File: config.mk
export PLATFORM = sky130hd
export DESIGN_NAME = optical_frame_sampler_flat
export DESIGN_NICKNAME = d
export VERILOG_FILES = /design/src/rtl/optical_frame_sampler_if.sv /design/src/rtl/optical_frame_sampler.sv /design/src/flat_wrapper.sv
export SDC_FILE = /design/constraint.sdc
export NUM_CORES = 1
export LEC_CHECK = 0
export CAP_MARGIN = 10
export CORE_ASPECT_RATIO = 1.4
export CORE_UTILIZATION = 45
export DETAILED_ROUTE_END_ITERATION = 10
export HOLD_SLACK_MARGIN = 0.06
export PLACE_DENSITY = 0.72
export SLEW_MARGIN = 5
export SYNTH_ARGS = -nofsm -noshare
export SYNTH_HDL_FRONTEND = slang
export SYNTH_SLANG_ARGS = --single-unit
File: constraint.sdc
create_clock -name clock -period 4.65 [get_ports clock]
set_input_delay 0.93 -clock clock [delete_from_list [all_inputs] [get_ports clock]]
set_output_delay 0.93 -clock clock [all_outputs]
set_load 0.01 [all_outputs]
File: src/rtl/optical_frame_sampler_if.sv
// Bundles the receiver's enable/line input and its byte/status outputs.
// The sampler connects through the slave modport; the driver side uses master.
interface optical_frame_sampler_if #(
  parameter int unsigned DATA_BITS = 8
);
  logic                 enable;
  logic                 rx_in;
  logic [DATA_BITS-1:0] data_out;
  logic                 data_valid;
  logic                 frame_err;
  logic                 busy;
  logic                 sample_tick;

  modport master (
    output enable,
    output rx_in,
    input  data_out,
    input  data_valid,
    input  frame_err,
    input  busy,
    input  sample_tick
  );

  modport slave (
    input  enable,
    input  rx_in,
    output data_out,
    output data_valid,
    output frame_err,
    output busy,
    output sample_tick
  );
endinterface

File: src/rtl/optical_frame_sampler.sv
// Phase-aligned receive sampler: start-edge detect, mid-bit sampling, byte assembly.
// Optional MAJORITY_VOTE_EN: 2-of-3 vote around each mid-bit sample, decision one cycle later.
module optical_frame_sampler #(
  parameter int unsigned CLKS_PER_BIT = 54,
  parameter int unsigned DATA_BITS    = 8,
  parameter bit          IDLE_LEVEL   = 1'b1
) (
  input logic                    clock,
  input logic                    reset,
  optical_frame_sampler_if.slave bus
);

`ifdef MAJORITY_VOTE_EN
  localparam int unsigned Lag = 1;
`else
  localparam int unsigned Lag = 0;
`endif

  localparam int unsigned PhaseW = $clog2(CLKS_PER_BIT + Lag);
  localparam int unsigned BitW   = $clog2(DATA_BITS + 1);

  localparam logic [PhaseW-1:0] StartThr    = PhaseW'(CLKS_PER_BIT / 2 - 1 + Lag);
  localparam logic [PhaseW-1:0] BitThr      = PhaseW'(CLKS_PER_BIT - 1 + Lag);
  localparam logic [PhaseW-1:0] PhaseReload = PhaseW'(Lag);
  localparam logic [BitW-1:0]   LastBit     = BitW'(DATA_BITS - 1);

  localparam logic [1:0] StIdle  = 2'd0;
  localparam logic [1:0] StStart = 2'd1;
  localparam logic [1:0] StData  = 2'd2;
  localparam logic [1:0] StStop  = 2'd3;

  logic [1:0]           state_q, state_d;
  logic [PhaseW-1:0]    phase_q, phase_d;
  logic [BitW-1:0]      bitcnt_q, bitcnt_d;
  logic [DATA_BITS-1:0] shift_q, shift_d;
  logic [DATA_BITS-1:0] data_q, data_d;
  logic                 valid_q, valid_d;
  logic                 ferr_q, ferr_d;
  logic                 tick_q, tick_d;
  logic [DATA_BITS:0]   shift_ext;

  logic sync1_q, rx_s_q, rx_d_q;
  logic samp_bit;

  always_ff @(posedge clock or negedge reset) begin
    if (!reset) begin
      sync1_q <= IDLE_LEVEL;
      rx_s_q  <= IDLE_LEVEL;
      rx_d_q  <= IDLE_LEVEL;
    end else begin
      sync1_q <= bus.rx_in;
      rx_s_q  <= sync1_q;
      rx_d_q  <= rx_s_q;
    end
  end

`ifdef MAJORITY_VOTE_EN
  // rx_dd/rx_d/rx_s hold the line at phases mid-1, mid, mid+1 when the decision fires.
  logic rx_dd_q;
  always_ff @(posedge clock or negedge reset) begin
    if (!reset) rx_dd_q <= IDLE_LEVEL;
    else        rx_dd_q <= rx_d_q;
  end
  assign samp_bit = (rx_dd_q & rx_d_q) | (rx_dd_q & rx_s_q) | (rx_d_q & rx_s_q);
`else
  assign samp_bit = rx_s_q;
`endif

  always_comb begin
    state_d   = state_q;
    phase_d   = phase_q;
    bitcnt_d  = bitcnt_q;
    shift_d   = shift_q;
    data_d    = data_q;
    valid_d   = 1'b0;
    ferr_d    = 1'b0;
    tick_d    = 1'b0;
    shift_ext = {samp_bit, shift_q};

    if (!bus.enable) begin
      // Abandon any frame in flight; the partial shift register is never published.
      state_d = StIdle;
    end else begin
      unique case (state_q)
        StIdle: begin
          if (rx_d_q == IDLE_LEVEL && rx_s_q == ~IDLE_LEVEL) begin
            state_d = StStart;
            phase_d = '0;
          end
        end
        StStart: begin
          if (phase_q == StartThr) begin
            tick_d = 1'b1;
            if (samp_bit == ~IDLE_LEVEL) begin
              state_d  = StData;
              phase_d  = PhaseReload;
              bitcnt_d = '0;
            end else begin
              state_d = StIdle;
            end
          end else begin
            phase_d = phase_q + PhaseW'(1);
          end
        end
        StData: begin
          if (phase_q == BitThr) begin
            tick_d   = 1'b1;
            shift_d  = shift_ext[DATA_BITS:1];
            bitcnt_d = bitcnt_q + BitW'(1);
            phase_d  = PhaseReload;
            if (bitcnt_q == LastBit) state_d = StStop;
          end else begin
            phase_d = phase_q + PhaseW'(1);
          end
        end
        StStop: begin
          if (phase_q == BitThr) begin
            tick_d  = 1'b1;
            state_d = StIdle;
            phase_d = '0;
            if (samp_bit == IDLE_LEVEL) begin
              data_d  = shift_q;
              valid_d = 1'b1;
            end else begin
              ferr_d = 1'b1;
            end
          end else begin
            phase_d = phase_q + PhaseW'(1);
          end
        end
        default: state_d = StIdle;
      endcase
    end
  end

  always_ff @(posedge clock or negedge reset) begin
    if (!reset) begin
      state_q  <= StIdle;
      phase_q  <= '0;
      bitcnt_q <= '0;
      shift_q  <= '0;
      data_q   <= '0;
      valid_q  <= 1'b0;
      ferr_q   <= 1'b0;
      tick_q   <= 1'b0;
    end else begin
      state_q  <= state_d;
      phase_q  <= phase_d;
      bitcnt_q <= bitcnt_d;
      shift_q  <= shift_d;
      data_q   <= data_d;
      valid_q  <= valid_d;
      ferr_q   <= ferr_d;
      tick_q   <= tick_d;
    end
  end

  assign bus.data_out    = data_q;
  assign bus.data_valid  = valid_q;
  assign bus.frame_err   = ferr_q;
  assign bus.sample_tick = tick_q;
  assign bus.busy        = (state_q != StIdle);

  valid_err_exclusive: assert property (@(posedge clock) disable iff (!reset)
    !(valid_q && ferr_q));

endmodule
File: src/flat_wrapper.sv
// flat-port wrapper written by rule: the top's interface ports become plain ports
module optical_frame_sampler_flat 
#(
  parameter int unsigned CLKS_PER_BIT = 54,
  parameter int unsigned DATA_BITS    = 8,
  parameter bit          IDLE_LEVEL   = 1'b1
)
  (clock, reset, bus_enable, bus_rx_in, bus_data_out, bus_data_valid, bus_frame_err, bus_busy, bus_sample_tick);
  optical_frame_sampler_if #(.DATA_BITS(DATA_BITS)) bus_i ();
  input logic clock;
  input logic reset;
  input wire logic [$bits(bus_i.enable)-1:0] bus_enable;
  input wire logic [$bits(bus_i.rx_in)-1:0] bus_rx_in;
  output wire logic [$bits(bus_i.data_out)-1:0] bus_data_out;
  output wire logic [$bits(bus_i.data_valid)-1:0] bus_data_valid;
  output wire logic [$bits(bus_i.frame_err)-1:0] bus_frame_err;
  output wire logic [$bits(bus_i.busy)-1:0] bus_busy;
  output wire logic [$bits(bus_i.sample_tick)-1:0] bus_sample_tick;
  assign bus_i.enable = bus_enable;
  assign bus_i.rx_in = bus_rx_in;
  assign bus_data_out = bus_i.data_out;
  assign bus_data_valid = bus_i.data_valid;
  assign bus_frame_err = bus_i.frame_err;
  assign bus_busy = bus_i.busy;
  assign bus_sample_tick = bus_i.sample_tick;
  optical_frame_sampler #(.CLKS_PER_BIT(CLKS_PER_BIT), .DATA_BITS(DATA_BITS), .IDLE_LEVEL(IDLE_LEVEL)) u_core (.clock(clock), .reset(reset), .bus(bus_i));
endmodule
==> impl_metrics.ini <==
[run_status]
run_status = complete, no violations

[setup_path]
critical-path-slowest-cell = sky130_fd_sc_hd__dfrtp_1
rr_endpoint = u_core.shift_q[2]$_DFFE_PN0P_
rr_worst_depth = 5
criticalPathCategory = reg -> out
worst_ep_required_time_ns = 3.72
cp-start-kind = flip-flop
crit_arrival_ns = 1.61
timing.reg2reg.setup_slack_ns = 2.64
setup.worst_path.start = u_core.state_q[1]$_DFFE_PN0P_
worst_setup_path_end_kind = output port
endpoint = bus_busy
regToRegStartpoint = u_core.phase_q[1]$_DFFE_PN0P_
cp_max_fo = 13
crit_path_cell_trace = or2_2 > clkdlybuf4s50_1
slowest_delay_ns = 0.50

[cells_and_area]
regArea_um2 = 854.6
insertedDiodeCount = 0
num-fill-cells = 283
multi_input_comb_area_um2 = 693.2
area.growth.synth_to_final_pct = 17.38
post_route_cells_drive_above_1_share_pct = 24.16
num-nets-final = 156

[logic_synthesis]
synth-async-reset-ratio_pct = 100.0
library_cells_used_by_synthesis = 41
yosys_warnings = 0
number_of_enable_type_register_cells_in_the_synthesized_netlist = 0
synth_nets = 137
seq_area_frac_synth_pct = 53.23
syn-cell-area_um2 = 1605
syn_avg_cell_area_um2 = 12.44
ys.flop_type = sky130_fd_sc_hd__dfrtp_1
netlist_instances = 129
netlist_top_cells_area = sky130_fd_sc_hd__dfrtp_1, sky130_fd_sc_hd__mux2_2, sky130_fd_sc_hd__dfstp_2, sky130_fd_sc_hd__o221ai_1, sky130_fd_sc_hd__ha_1
postSynthRegisterBits = 34
synth.most_common_cell = sky130_fd_sc_hd__dfrtp_1
post-synth-top-area-cell = sky130_fd_sc_hd__dfrtp_1
yosys-top-cells-count = sky130_fd_sc_hd__dfrtp_1, sky130_fd_sc_hd__mux2_2, sky130_fd_sc_hd__inv_1, sky130_fd_sc_hd__o221ai_1, sky130_fd_sc_hd__nand2b_1
yosys.area.top_type_share_pct = 48.32

[timing]
timing.setup.tns_ns = 0
fin_skew_ns = 0.009328
timing.final.max_slew_violations = 0
achievable-frequency_mhz = 393.1
finalCriticalPeriod_ns = 2.544
finalCritPeriodShare_pct = 54.71
postLayoutSetupSlackWorst_ns = 2.106
final-setup-viol-count = 0
tightestPinTransition_ns = 0.6657
grt_setup_unrepaired = false
timing.slew.headroom_pct = 55.29
final_hold_fails = 0

[clock_tree]
cts.htree.levels = 2
tritoncts.num_buffers = 5
ctsRootBufferMaster = sky130_fd_sc_hd__clkbuf_8
cts.sinks = 34
cts_repair_resize_count = 0
clock_insertion_delay_worst_skew_ns = 0.28
cts.clk_slew.worst_paths_ns = 0.07
cts-root-to-sink-buffers = 2
postCtsSetupRepairBufs = 0
quantity_of_hold_fixing_buffers_added_after_cts = 0
cts_tree = built

[pwr]
worst_ir_drop_on_vdd_mv = 0.2451
static_leakage_nw = 0.8670
power_density_nw_per_um2 = 300.0

[die]
die_area_um2 = 3814
start_util_pct = 47.52
floorplan.core_area_um2 = 3378
io_pins = 16
floorplan.die.width_um = 52.48
placement_row_count = 25
die_h_um = 72.67

[global_routing]
first_pass_grt_wire_length_um = 5078
globalRouteOverflowTotal = 0
vias_in_the_first_global_route = 1111
number_of_antenna_violations_at_the_first_check_in_global_routing = 0
grt_start_max_net_pins = 35
grt_use_total_pct = 18.21

[detailed_routing]
first_iter_violations = 25
drc = 0
dr_total_vias = 1071
via_per_inst = 5.667
wirelength_um = 2929
first_pass_iters = 4
final_antenna_net_count = 0
avgRoutedWirePerCell_um = 15.50

[min_path]
hold_path.class = reg -> reg

[placement]
dp_worst_setup_slack_ns = 1.828
port_buffers = 15
detailedPlacementHpwl_um = 2071
globalplace.congestion = 0.8811

[run]
reported_max_cap_violation_count = 0
kinds of logic after synthesis:
logic type	share of synthesized area [%]
compound gates	11.46
mux	12.47
fa+ha+maj	3.118
simple gates	16.13
buf+inv	3.585
flops	53.23
through the flow:
stage | area [um^2] | utilization [%] | hold slack, ns | instances | total power [W]
floorplan | 1605 | - | 0.3452 | 129 | 0.0003355
global placement | 1793 | 53.07 | 0.3477 | 181 | 0.0003479
detailed placement | 1793 | 53.07 | 0.3522 | 181 | 0.0003503
CTS | 1884 | 55.78 | 0.3542 | 189 | 0.0005726
global route | 1884 | 55.78 | 0.3545 | 189 | 0.0005900
finish | 1884 | 55.78 | 0.3485 | 189 | 0.0005652
registers in the layout, summed over array words and instances (netlist names):
register	count
u_core.sync1_q	1
u_core.bus.frame_err	1
u_core.rx_d_q	1
u_core.bus.sample_tick	1
u_core.state_q	2
u_core.rx_s_q	1
u_core.shift_q	8
u_core.bus.data_valid	1
u_core.phase_q	6
u_core.bitcnt_q	4
u_core.bus.data_out	8
critical path: cells and delay by family, from the launching register on:
kind          cells  cell delay, ns
simple gates      1            0.36
buf+inv           1            0.48
flops             1            0.50
where the power goes:
part / total, W / leakage [nW] / internal [W] / switching, W
Combinational: 0.0000296 / 0.363 / 0.0000124 / 0.0000172
Sequential: 0.000314 / 0.456 / 0.000304 / 0.0000107
Clock: 0.000221 / 0.0482 / 0.000119 / 0.000102
worst min-delay path by stage:
stage / from / cells past startpoint / slack [ns] / end
3_5_place_dp: u_core.sync1_q$_DFF_PN1_ / 0 / 0.35 / u_core.rx_s_q$_DFF_PN1_
4_1_cts: u_core.sync1_q$_DFF_PN1_ / 0 / 0.35 / u_core.rx_s_q$_DFF_PN1_
5_1_grt: u_core.sync1_q$_DFF_PN1_ / 0 / 0.35 / u_core.rx_s_q$_DFF_PN1_
6_report: u_core.sync1_q$_DFF_PN1_ / 0 / 0.35 / u_core.rx_s_q$_DFF_PN1_
3_3_place_gp: u_core.sync1_q$_DFF_PN1_ / 0 / 0.35 / u_core.rx_s_q$_DFF_PN1_
2_1_floorplan: u_core.sync1_q$_DFF_PN1_ / 0 / 0.35 / u_core.rx_s_q$_DFF_PN1_
final cells by class:
type | count | share of cell area [%]
clock buffers | 7 | 4.582
clock inverters | 1 | 0.2656
inverters | 10 | 1.992
multi-input cells | 81 | 36.79
flip-flops and latches | 34 | 45.35
well taps | 40 | 2.656
repair buffers | 16 | 8.367
cell usage in the layout, fill, tap and decap left out, drive strengths merged, types with 3 or more instances in the layout:
master and instances:
o211ai 3, o21ai 3, nand2b 5, o221ai 6
ha 4, mux2 16, dfrtp 31, a21oi 3
nor2 3, inv 10, clkdlybuf4s50 15, nor2b 3
nand3 3, dfstp 3, clkbuf 7, nand4b 3
o21a 3, nand2 4
metal layers:
layer	vias up	part of all wire, %	track usage (%)
met5	-	0	0
met4	0	1.6	7.602
li1	505	-	-
met3	6	3.8	5.208
met1	540	44	22.04
met2	20	50	29.82
Power figures use the tool's default switching activity.
